**src/rtl/inst_queue.sv**
```systemverilog
// ---------------------------------------------------------------------------
// Module: inst_queue
//
// Purpose
//   Circular FIFO of fetched instructions sitting between the fetcher and the
//   Decoder/issue stage. The fetcher pushes {code, pc} pairs. The head entry
//   is presented to the Decoder and leaves the queue on an issue handshake.
//   A mispredict flush from the ROB empties the queue in one edge. The full
//   flag gives back-pressure to the fetcher.
//
// Configuration macro
//   IQ_BYPASS_EN : when defined, an instruction arriving at an empty queue is
//                  presented on the head outputs in the same cycle. If issue
//                  accepts it in that cycle, it is consumed without ever
//                  being written. When undefined, there is no
//                  input-to-output combinational path and the minimum
//                  latency is one cycle.
//
// Parameters
//   IQ_DEPTH_LOG   log2 of the entry count (DEPTH = 1 << IQ_DEPTH_LOG)
//
// Ports
//   clk_in          clock, all state updates on posedge
//   rst_in          asynchronous active-low reset
//   rdy_in          global ready; low freezes all state
//   flush_in        mispredict flush from the ROB (priority over all)
//   if_valid_in     fetcher presents an instruction
//   if_code_in      instruction word
//   if_pc_in        pc of that instruction
//   iq_full_out     queue holds DEPTH entries; fetcher must not push
//   iq_valid_out    head entry valid for issue
//   iq_code_out     head code to the Decoder, 0 when not valid
//   iq_pc_out       head pc, 0 when not valid
//   issue_ready_in  issue accepts the head this cycle
//   iq_count_out    number of occupied entries, 0..DEPTH
// ---------------------------------------------------------------------------

`ifndef INS_WIDTH
`define INS_WIDTH 32
`endif

`ifndef ADDR_WIDTH
`define ADDR_WIDTH 32
`endif

module inst_queue #(
    parameter int IQ_DEPTH_LOG = 4
) (
    input  logic                     clk_in,
    input  logic                     rst_in,
    input  logic                     rdy_in,
    input  logic                     flush_in,
    input  logic                     if_valid_in,
    input  logic [`INS_WIDTH-1:0]    if_code_in,
    input  logic [`ADDR_WIDTH-1:0]   if_pc_in,
    output logic                     iq_full_out,
    output logic                     iq_valid_out,
    output logic [`INS_WIDTH-1:0]    iq_code_out,
    output logic [`ADDR_WIDTH-1:0]   iq_pc_out,
    input  logic                     issue_ready_in,
    output logic [IQ_DEPTH_LOG:0]    iq_count_out
);

    localparam int DEPTH = 1 << IQ_DEPTH_LOG;

    localparam logic [IQ_DEPTH_LOG:0]   COUNT_FULL = (IQ_DEPTH_LOG+1)'(DEPTH);
    localparam logic [IQ_DEPTH_LOG:0]   COUNT_ZERO = '0;
    localparam logic [IQ_DEPTH_LOG:0]   COUNT_ONE  = (IQ_DEPTH_LOG+1)'(1);
    localparam logic [IQ_DEPTH_LOG-1:0] PTR_ZERO   = '0;
    localparam logic [IQ_DEPTH_LOG-1:0] PTR_ONE    = (IQ_DEPTH_LOG)'(1);

    // Pointer and occupancy state. Pointers are plain modulo-DEPTH counters,
    // so wrap-around needs no special case.
    logic [IQ_DEPTH_LOG-1:0] head_q, head_d;
    logic [IQ_DEPTH_LOG-1:0] tail_q, tail_d;
    logic [IQ_DEPTH_LOG:0]   count_q, count_d;

    // Entry storage. It is deliberately not reset. Slots are only ever read
    // when count says they hold live data.
    logic [`INS_WIDTH-1:0]   code_q [DEPTH];
    logic [`ADDR_WIDTH-1:0]  pc_q   [DEPTH];

    logic                    full;
    logic                    stored_valid;
    logic                    push;
    logic                    pop;
    logic                    flush_eff;
    logic                    head_valid;
    logic [`INS_WIDTH-1:0]   head_code;
    logic [`ADDR_WIDTH-1:0]  head_pc;

    // Full is derived purely from registered state. The fetcher therefore
    // never sees a combinational path from issue_ready_in. As a consequence,
    // a push while full is refused even if a pop happens in the same cycle.
    assign full = (count_q == COUNT_FULL);

    // A flush only acts while the pipeline is ready. The ROB holds it until
    // then.
    assign flush_eff = rdy_in & flush_in;

    // The head is valid from stored entries only when ready, occupied and
    // not being flushed.
    assign stored_valid = rdy_in & (count_q != COUNT_ZERO) & ~flush_in;

`ifdef IQ_BYPASS_EN
    logic bypass_hit;

    // On an empty queue the incoming instruction is forwarded directly.
    // If issue takes it this cycle, it never occupies a slot.
    assign bypass_hit = rdy_in & if_valid_in & ~flush_in & (count_q == COUNT_ZERO);

    always_comb begin
        head_valid = stored_valid;
        head_code  = code_q[head_q];
        head_pc    = pc_q[head_q];
        push       = rdy_in & if_valid_in & ~full & ~flush_in;
        pop        = stored_valid & issue_ready_in;
        if (bypass_hit) begin
            head_valid = 1'b1;
            head_code  = if_code_in;
            head_pc    = if_pc_in;
            if (issue_ready_in) begin
                push = 1'b0;
            end
        end
    end
`else
    // Without bypass the head outputs come only from storage, so the
    // minimum latency from push to presentation is one cycle.
    always_comb begin
        head_valid = stored_valid;
        head_code  = code_q[head_q];
        head_pc    = pc_q[head_q];
        push       = rdy_in & if_valid_in & ~full & ~flush_in;
        pop        = stored_valid & issue_ready_in;
    end
`endif

    // Head outputs read as zero when nothing is valid. A zero code is
    // treated as an empty instruction downstream.
    assign iq_valid_out = head_valid;
    assign iq_code_out  = head_valid ? head_code : '0;
    assign iq_pc_out    = head_valid ? head_pc   : '0;
    assign iq_full_out  = full;
    assign iq_count_out = count_q;

    // Next-state computation. A flush overrides any same-cycle push or pop.
    // Push and pop together leave the count unchanged.
    always_comb begin
        head_d  = head_q;
        tail_d  = tail_q;
        count_d = count_q;
        if (flush_eff) begin
            head_d  = PTR_ZERO;
            tail_d  = PTR_ZERO;
            count_d = COUNT_ZERO;
        end else begin
            if (push) begin
                tail_d = tail_q + PTR_ONE;
            end
            if (pop) begin
                head_d = head_q + PTR_ONE;
            end
            if (push && !pop) begin
                count_d = count_q + COUNT_ONE;
            end else if (pop && !push) begin
                count_d = count_q - COUNT_ONE;
            end
        end
    end

    // Pointer and count registers with asynchronous active-low reset.
    always_ff @(posedge clk_in or negedge rst_in) begin
        if (!rst_in) begin
            head_q  <= PTR_ZERO;
            tail_q  <= PTR_ZERO;
            count_q <= COUNT_ZERO;
        end else begin
            head_q  <= head_d;
            tail_q  <= tail_d;
            count_q <= count_d;
        end
    end

    // Entry write port. It has no reset so that it maps onto plain
    // storage; push already excludes flush, rdy_in=0 and full.
    always_ff @(posedge clk_in) begin
        if (push) begin
            code_q[tail_q] <= if_code_in;
            pc_q[tail_q]   <= if_pc_in;
        end
    end

endmodule

```
**config.mk**
```make
export PLATFORM = sky130hd
export DESIGN_NAME = inst_queue
export DESIGN_NICKNAME = d
export VERILOG_FILES = /design/src/rtl/inst_queue.sv
export SDC_FILE = /design/constraint.sdc
export NUM_CORES = 1
export LEC_CHECK = 0
export ABC_CLOCK_PERIOD_IN_PS = 3600
export CAP_MARGIN = 10
export CORE_MARGIN = 4
export CORE_UTILIZATION = 35
export CTS_CLUSTER_DIAMETER = 30
export CTS_CLUSTER_SIZE = 14
export DETAILED_ROUTE_END_ITERATION = 8
export PLACE_DENSITY_LB_ADDON = 0.25
export SYNTH_ARGS = -nofsm -noshare
export SYNTH_HDL_FRONTEND = slang
export SYNTH_SLANG_ARGS = --single-unit
```
**constraint.sdc**
```tcl
create_clock -name clk_in -period 3.6 [get_ports clk_in]
set_clock_uncertainty 0.05 [all_clocks]
set_input_delay 0.72 -clock clk_in [delete_from_list [all_inputs] [get_ports clk_in]]
set_output_delay 0.72 -clock clk_in [all_outputs]
set_load 0.01 [all_outputs]
```
==> reports/qor.csv, run 1 <==
stage;metric;value;unit
cts;cts_tree;done;
setup_path;worstPathRequired;2830;ps
cts;clkSinkCount;1037;
logic_synthesis;synth_area;39800;um2
floorplan;die_area;119000;um2
floorplan;core;113000;um2
routing;vias;18800;
routing;drt_iter0_drc;1741;
sta;max_freq;0.255;GHz
sta;tightest_slew;694;ps
cts;cts-hold-fix-buffers;0;
cells_and_area;drive_gt1_share;42.4;%
setup_path;cp_top_family;multiplexers;
setup_path;path_buf_inv;6;
cells_and_area;post-route-util;46.1;%
grt;grt_use_total;16.5;%
sta;min_period_over_period;109;%
outcome;violations;setup timing;
cells_and_area;seqCellArea;31100;um2
placed_design;post-dp-hpwl;52200;um
floorplan;die_w;345;um
sta;rsz0062_at_grt;yes;
logic_synthesis;ys_warn_count;0;
power_and_ir_drop;pwr_density_cell;714;nW/um2
setup_path;worstSetupStartpointType;flop;
setup_path;worstSetupPathType;flop to primary output;
grt;antenna_found_initial;9;
sta;worst_hold_slack;348;ps
cells_and_area;area_delta_synth_final;30.5;%
logic_synthesis;synthesis.nets;1682;
cts;cts_root_buf;clkbuf_16;
grt;grt-ovfl-total;0;
floorplan;die_h;345;um
sta;finalWorstSetupSlack;-325;ps
placed_design;gp_congestion;0.771;
cells_and_area;multi_input_area;8410;um2
logic_synthesis;synthCells;1602;
worst_hold_path;hold_class;input pin to async pin;
setup_path;critPathSlowestCell;mux4_2;
logic_synthesis;synth-seq-area-share;78.0;%
routing;wl;98500;um
logic_synthesis;synth-seq-cells;1037;
sta;hold_viol_final;0;
sta;setup_viol;64;
grt;grt_pass1_vias;20400;
cells_and_area;nNetsFinal;2092;
setup_path;crit_path_cell_trace;buf_12 > buf_16 > buf_12 > buf_8 > buf_16 > mux4_2 > mux4_2 > and2_4 > buf_6;
logic_synthesis;synth_cell_types;29;
routing;drtPass1Iterations;5;
grt;grt_max_degree;65;
logic_synthesis;avgSynthCellArea;24.9;um2
outcome;status;finished with violations;
grt;grt_pass1_wl;144000;um
routing;via_per_inst;5.12;
power_and_ir_drop;irDropWorstVdd;0.000535;V
routing;drc;0;
setup_path;cp_slowest_stage_delay;510;ps
sta;slew_viol_final;0;
floorplan;ios;141;
cts;h-tree-depth;4;
placed_design;portBuffers;140;
cts;clk_pin_slew;50;ps
cts;numCtsBuffers;185;
setup_path;end_kind;primary output;
job;maxCapViolCount;0;
cts;clockBufferDepth;3;
cells_and_area;fillCellCount;9155;
sta;finalCriticalPeriod;3920;ps
routing;ant_nets;0;
setup_path;reg2reg_slack;680;ps
setup_path;arrival;3150;ps
floorplan;fp-row-count;123;
power_and_ir_drop;p_leak;16.7;nW
cts;insertion_delay;750;ps
sta;slew_headroom;53.6;%
setup_path;worstPathMaxFanout;6;
routing;wl_per_cell;26.9;um
floorplan;initial_core_util;35.3;%
==> final timing paths <==
path,startpoint,to,cells past startpoint
worst max-delay path,head_q[0],iq_pc_out[2],9
worst min-delay path,rst_in,iq_count_out[2],1
worst max register to register,iq_count_out[0],iq_count_out[4],10
worst min register to register,tail_q[0],tail_q[0],1
max in group asynchronous,rst_in,head_q[1],1
min in group clk_in,tail_q[0],tail_q[0],1
==> through the flow <==
| stage | TNS, ps | cell area (um2) | cells | power, mW | setup slack, ps |
|---|---|---|---|---|---|
| 2_1_floorplan | 0 | 39800 | 1602 | 17.1 | 89.5 |
| 3_3_place_gp | 0 | 44300 | 3254 | 18.8 | 99.4 |
| 3_5_place_dp | 0 | 44300 | 3254 | 18.8 | 109 |
| 4_1_cts | -20380 | 51900 | 3660 | 37.6 | -424 |
| 5_1_grt | -19080 | 52000 | 3665 | 38.5 | -404 |
| 6_report | -13400 | 52000 | 3668 | 37.1 | -325 |
==> cell type report <==
type | count | area share (%)
clock inverter | 134 | 2.97
inverter | 5 | 0.0361
multi-input combinational | 476 | 16.2
tap | 1500 | 3.61
sequential | 1037 | 59.8
clock buffer | 206 | 9.14
antenna | 3 | 0.0144
timing repair buffer | 307 | 8.22
==> Yosys cell counts (all sizes together) <==
library cell  instances  area, um2
a22oi                 2       15.0
xor2                  6       52.6
edfxtp             1024      30700
xnor2                 1       8.76
and2                 74        463
a21o                  1       7.51
and3                  4       25.0
inv                   5       18.8
or3                   2       12.5
fa                    1       20.0
mux4                320       7210
nand3b                1       7.51
o21ai                 6       30.0
a211o                 2       17.5
nor2                  7       26.3
ha                    9        113
nand2                12       45.0
nand2b                1       6.26
nor3                  1       5.00
dfrtp                13        325
a21oi                10       50.1
nand3                 9       45.0
and4                  5       43.8
o31ai                 1       7.51
clkbuf               40        150
nor4                  1       12.5
buf                  44        364
==> sequential cells by signal (all words and copies together) (netlist names) <==
name,count
code_q,512
pc_q,512
iq_count_out,5
head_q,4
tail_q,4
==> cells in the final DEF (no fill, tap or decap), types with 20 or more instances in the layout <==
master           netlist  layout
clkbuf_16              0     190
edfxtp_1            1024    1024
bufinv_16              0      22
clkdlybuf4s50_1        0      76
mux4_2               320     320
buf_4                  0      38
buf_6                 25      56
and2_4                 0      58
clkinv_1               0      25
buf_12                 0      85
clkinv_2               0      35
buf_2                  9      20
==> report_power, final <==
part	internal, mW	switching [mW]	total (mW)	leakage (nW)
registers	13.4	0.0977	13.5	9.38
clock network	11.1	6.02	17.2	3.04
logic	3.81	2.59	6.40	4.23
total	28.4	8.70	37.1	16.7
==> per-layer routing <==
| metal | up-vias | part of all wire (%) | global-route usage [%] |
|---|---|---|---|
| li1 | 7831 | - | - |
| met1 | 10200 | 42 | 22.3 |
| met2 | 597 | 49 | 26.3 |
| met3 | 178 | 6.9 | 4.82 |
| met4 | 12 | 2.3 | 4.61 |
| met5 | - | 0.069 | 0 |
==> repair_timing <==
item                                    in CTS  in global routing
cloned                                      21                  3
endpoints found under the setup margin      64                 64
buffers inserted                            46                 20
resized for setup                          373                 60
pin swaps                                   31                  4
==> logic make-up (layout without fill, tap and decap cells) <==
logic type / count (synthesis) / count (layout) / synth area share, %
other: 0 / 3 / 0
DFF: 1037 / 1037 / 78.0
AOI/OAI and AO/OA: 22 / 22 / 0.320
and+or+nand+nor: 117 / 117 / 1.74
muxes: 320 / 320 / 18.1
xor gates and xnor gates: 7 / 7 / 0.154
buffers and inverters: 89 / 652 / 1.34
adders and majority gates: 10 / 10 / 0.333
Note: power is estimated with default switching activity, not from simulation.
==> inputs of run 2 (changes only) <==
--- a/config.mk
+++ b/config.mk
@@ -13,6 +13,8 @@
 export CTS_CLUSTER_SIZE = 14
 export DETAILED_ROUTE_END_ITERATION = 8
 export PLACE_DENSITY_LB_ADDON = 0.25
+export REMOVE_ABC_BUFFERS = 1
 export SYNTH_ARGS = -nofsm -noshare
 export SYNTH_HDL_FRONTEND = slang
 export SYNTH_SLANG_ARGS = --single-unit
+export TNS_END_PERCENT = 50
==> run 2 against run 1 <==
  * Fmax down 1.1%
  * Routed wire length grew 0.43%
  * Sequential share of layout area is 0.58 points lower
  * Critical path depth did not move
  * Non-clock buffer count grew 18
  * Power up 3.4%
  * Highest routed layer unchanged
  * Largest power group unchanged
  * Critical endpoint unchanged
  * Clock power rose by 8%
  * The flow still finishes with violations (setup timing)
  * Core utilization up 0.45 points
  * Sequential power hardly changed
  * Die area is the same
  * First-iteration DRC count increased by 0.17%
  * Cell count is 1.4% higher
==> reports/qor.csv, run 2 (synthesis results as in run 1) <==
stage;metric;value;unit;change
sta;max_freq;0.252;GHz;-1.1%
routing;ant_nets;0;;unchanged
floorplan;die_w;345;um;unchanged
grt;grt_max_degree;61;;-6.2%
routing;vias;19100;;+1.6%
worst_hold_path;hold_class;input pin to async pin;;
routing;drc;0;;unchanged
placed_design;portBuffers;140;;unchanged
floorplan;die_area;119000;um2;unchanged
setup_path;reg2reg_slack;670;ps;about the same
sta;min_period_over_period;110;%;+1.2 points
cells_and_area;nNetsFinal;2124;;+1.5%
cells_and_area;post-route-util;46.5;%;+0.45 points
grt;grt_use_total;16.5;%;+0.019 points
routing;via_per_inst;5.13;;+0.16%
cts;clkSinkCount;1037;;unchanged
floorplan;fp-row-count;123;;unchanged
power_and_ir_drop;p_leak;17.0;nW;+1.8%
cts;clk_pin_slew;50;ps;about the same
outcome;violations;setup timing;;
routing;wl;98900;um;+0.43%
cells_and_area;area_delta_synth_final;31.8;%;
sta;setup_viol;63;;-1.6%
sta;slew_viol_final;0;;unchanged
cts;h-tree-depth;4;;unchanged
job;maxCapViolCount;0;;unchanged
setup_path;worstSetupPathType;flop to primary output;;
setup_path;arrival;3200;ps;+50 ps
floorplan;ios;141;;unchanged
cts;numCtsBuffers;199;;+7.6%
setup_path;worstSetupStartpointType;flop;;
floorplan;core;113000;um2;unchanged
routing;drt_iter0_drc;1744;;+0.17%
cts;cts_root_buf;clkbuf_16;;
sta;hold_viol_final;0;;unchanged
setup_path;worstPathRequired;2830;ps;about the same
setup_path;end_kind;primary output;;
grt;grt_pass1_vias;20400;;+0.34%
setup_path;worstPathMaxFanout;8;;+2
setup_path;path_buf_inv;6;;unchanged
sta;finalCriticalPeriod;3970;ps;+42.0 ps
setup_path;cp_slowest_stage_delay;520;ps;about the same
power_and_ir_drop;irDropWorstVdd;0.000506;V;-5.5%
cts;clockBufferDepth;3;;unchanged
power_and_ir_drop;pwr_density_cell;731;nW/um2;+2.4%
routing;wl_per_cell;26.6;um;-0.97%
grt;grt-ovfl-total;0;;unchanged
routing;drtPass1Iterations;5;;unchanged
sta;slew_headroom;45.0;%;-8.6 points
sta;finalWorstSetupSlack;-367;ps;-42.0 ps
floorplan;die_h;345;um;unchanged
cells_and_area;mostFrequentLayoutCells;edfxtp_1 (1024), mux4_2 (320), clkbuf_16 (205);;
cells_and_area;drive_gt1_share;42.8;%;+0.40 points
setup_path;critPathSlowestCell;mux4_2;;
sta;rsz0062_at_grt;yes;;
setup_path;crit_path_cell_trace;buf_12 > buf_16 > buf_12 > buf_16 > buf_6 > mux4_2 > mux4_2 > and2_4 > buf_6;;
placed_design;post-dp-hpwl;52700;um;+0.85%
placed_design;gp_congestion;0.699;;-9.3%
floorplan;initial_core_util;35.3;%;unchanged
outcome;status;finished with violations;;
sta;worst_hold_slack;395;ps;+46.6 ps
cts;cts_tree;done;;
sta;tightest_slew;823;ps;+129 ps
grt;grt_pass1_wl;144000;um;about the same
setup_path;cp_top_family;multiplexers;;
cts;insertion_delay;750;ps;about the same
grt;antenna_found_initial;11;;+2
cells_and_area;mostFrequentLayoutCell;edfxtp_1;;
-- run 2: power by group --
part	internal (mW)	switching [mW]	leakage [nW]
clock network	12.4	6.05	3.29
registers	13.4	0.102	9.38
logic	3.81	2.54	4.29
total	29.7	8.69	17.0
-- run 2: metal layers --
metal | routed length, um | GRT usage (%) | vias up
met4 | 1660 | 4.50 | 8
met1 | 42700 | 22.8 | 10400
met2 | 48800 | 26.5 | 571
met5 | 48 | 0 | -
met3 | 5680 | 4.04 | 142
li1 | - | - | 7912
-- run 2: area by class of cell --
type / instances / area, um2
antenna: 5 / 12.5
fill: 9145 / 60300
timing repair buffer: 325 / 4240
inverter: 5 / 18.8
clock inverter: 147 / 1630
clock buffer: 225 / 5200
multi-input combinational: 476 / 8400
sequential: 1037 / 31100
tap: 1500 / 1880
-- run 2: final timing paths --
kind,from,endpoint,depth (start not counted)
min in group clk_in,tail_q[0],tail_q[0],1
setup reg to reg,iq_count_out[2],iq_count_out[4],9
setup / recovery,head_q[0],iq_pc_out[2],9
hold / removal,rst_in,iq_count_out[2],1
hold reg to reg,tail_q[0],tail_q[0],1
max in group asynchronous,rst_in,head_q[3],1
-- run 2: repair_timing --
action,in CTS,in global routing
hold buffers,0,0
resized for setup,327,57
pin swaps,26,6
cloned,18,0
endpoints found under the setup margin,65,65
buffers inserted,48,30
-- run 2: worst register-to-register path, delay by kind of cell (launching register included) --
| kind | cells | cell delay, ps |
|---|---|---|
| adder cells (fa/ha/maj) | 1 | 450 |
| AND/OR/NAND/NOR | 6 | 1370 |
| AO/OA/AOI/OAI | 2 | 470 |
| flip-flops | 1 | 470 |
-- run 2: per-stage QoR --
stage               instances  power, mW  worst slack (ps)  instance area (um2)  setup TNS (ps)
global route             3716       39.8              -464                52500          -21470
detailed placement       3254       18.7              42.0                44200               0
finish                   3720       38.4              -367                52500          -15230
floorplan                1518       16.4             -8240                39300         -577470
global placement         3254       18.7              17.0                44200               0
CTS                      3691       38.6              -473                52200          -21350
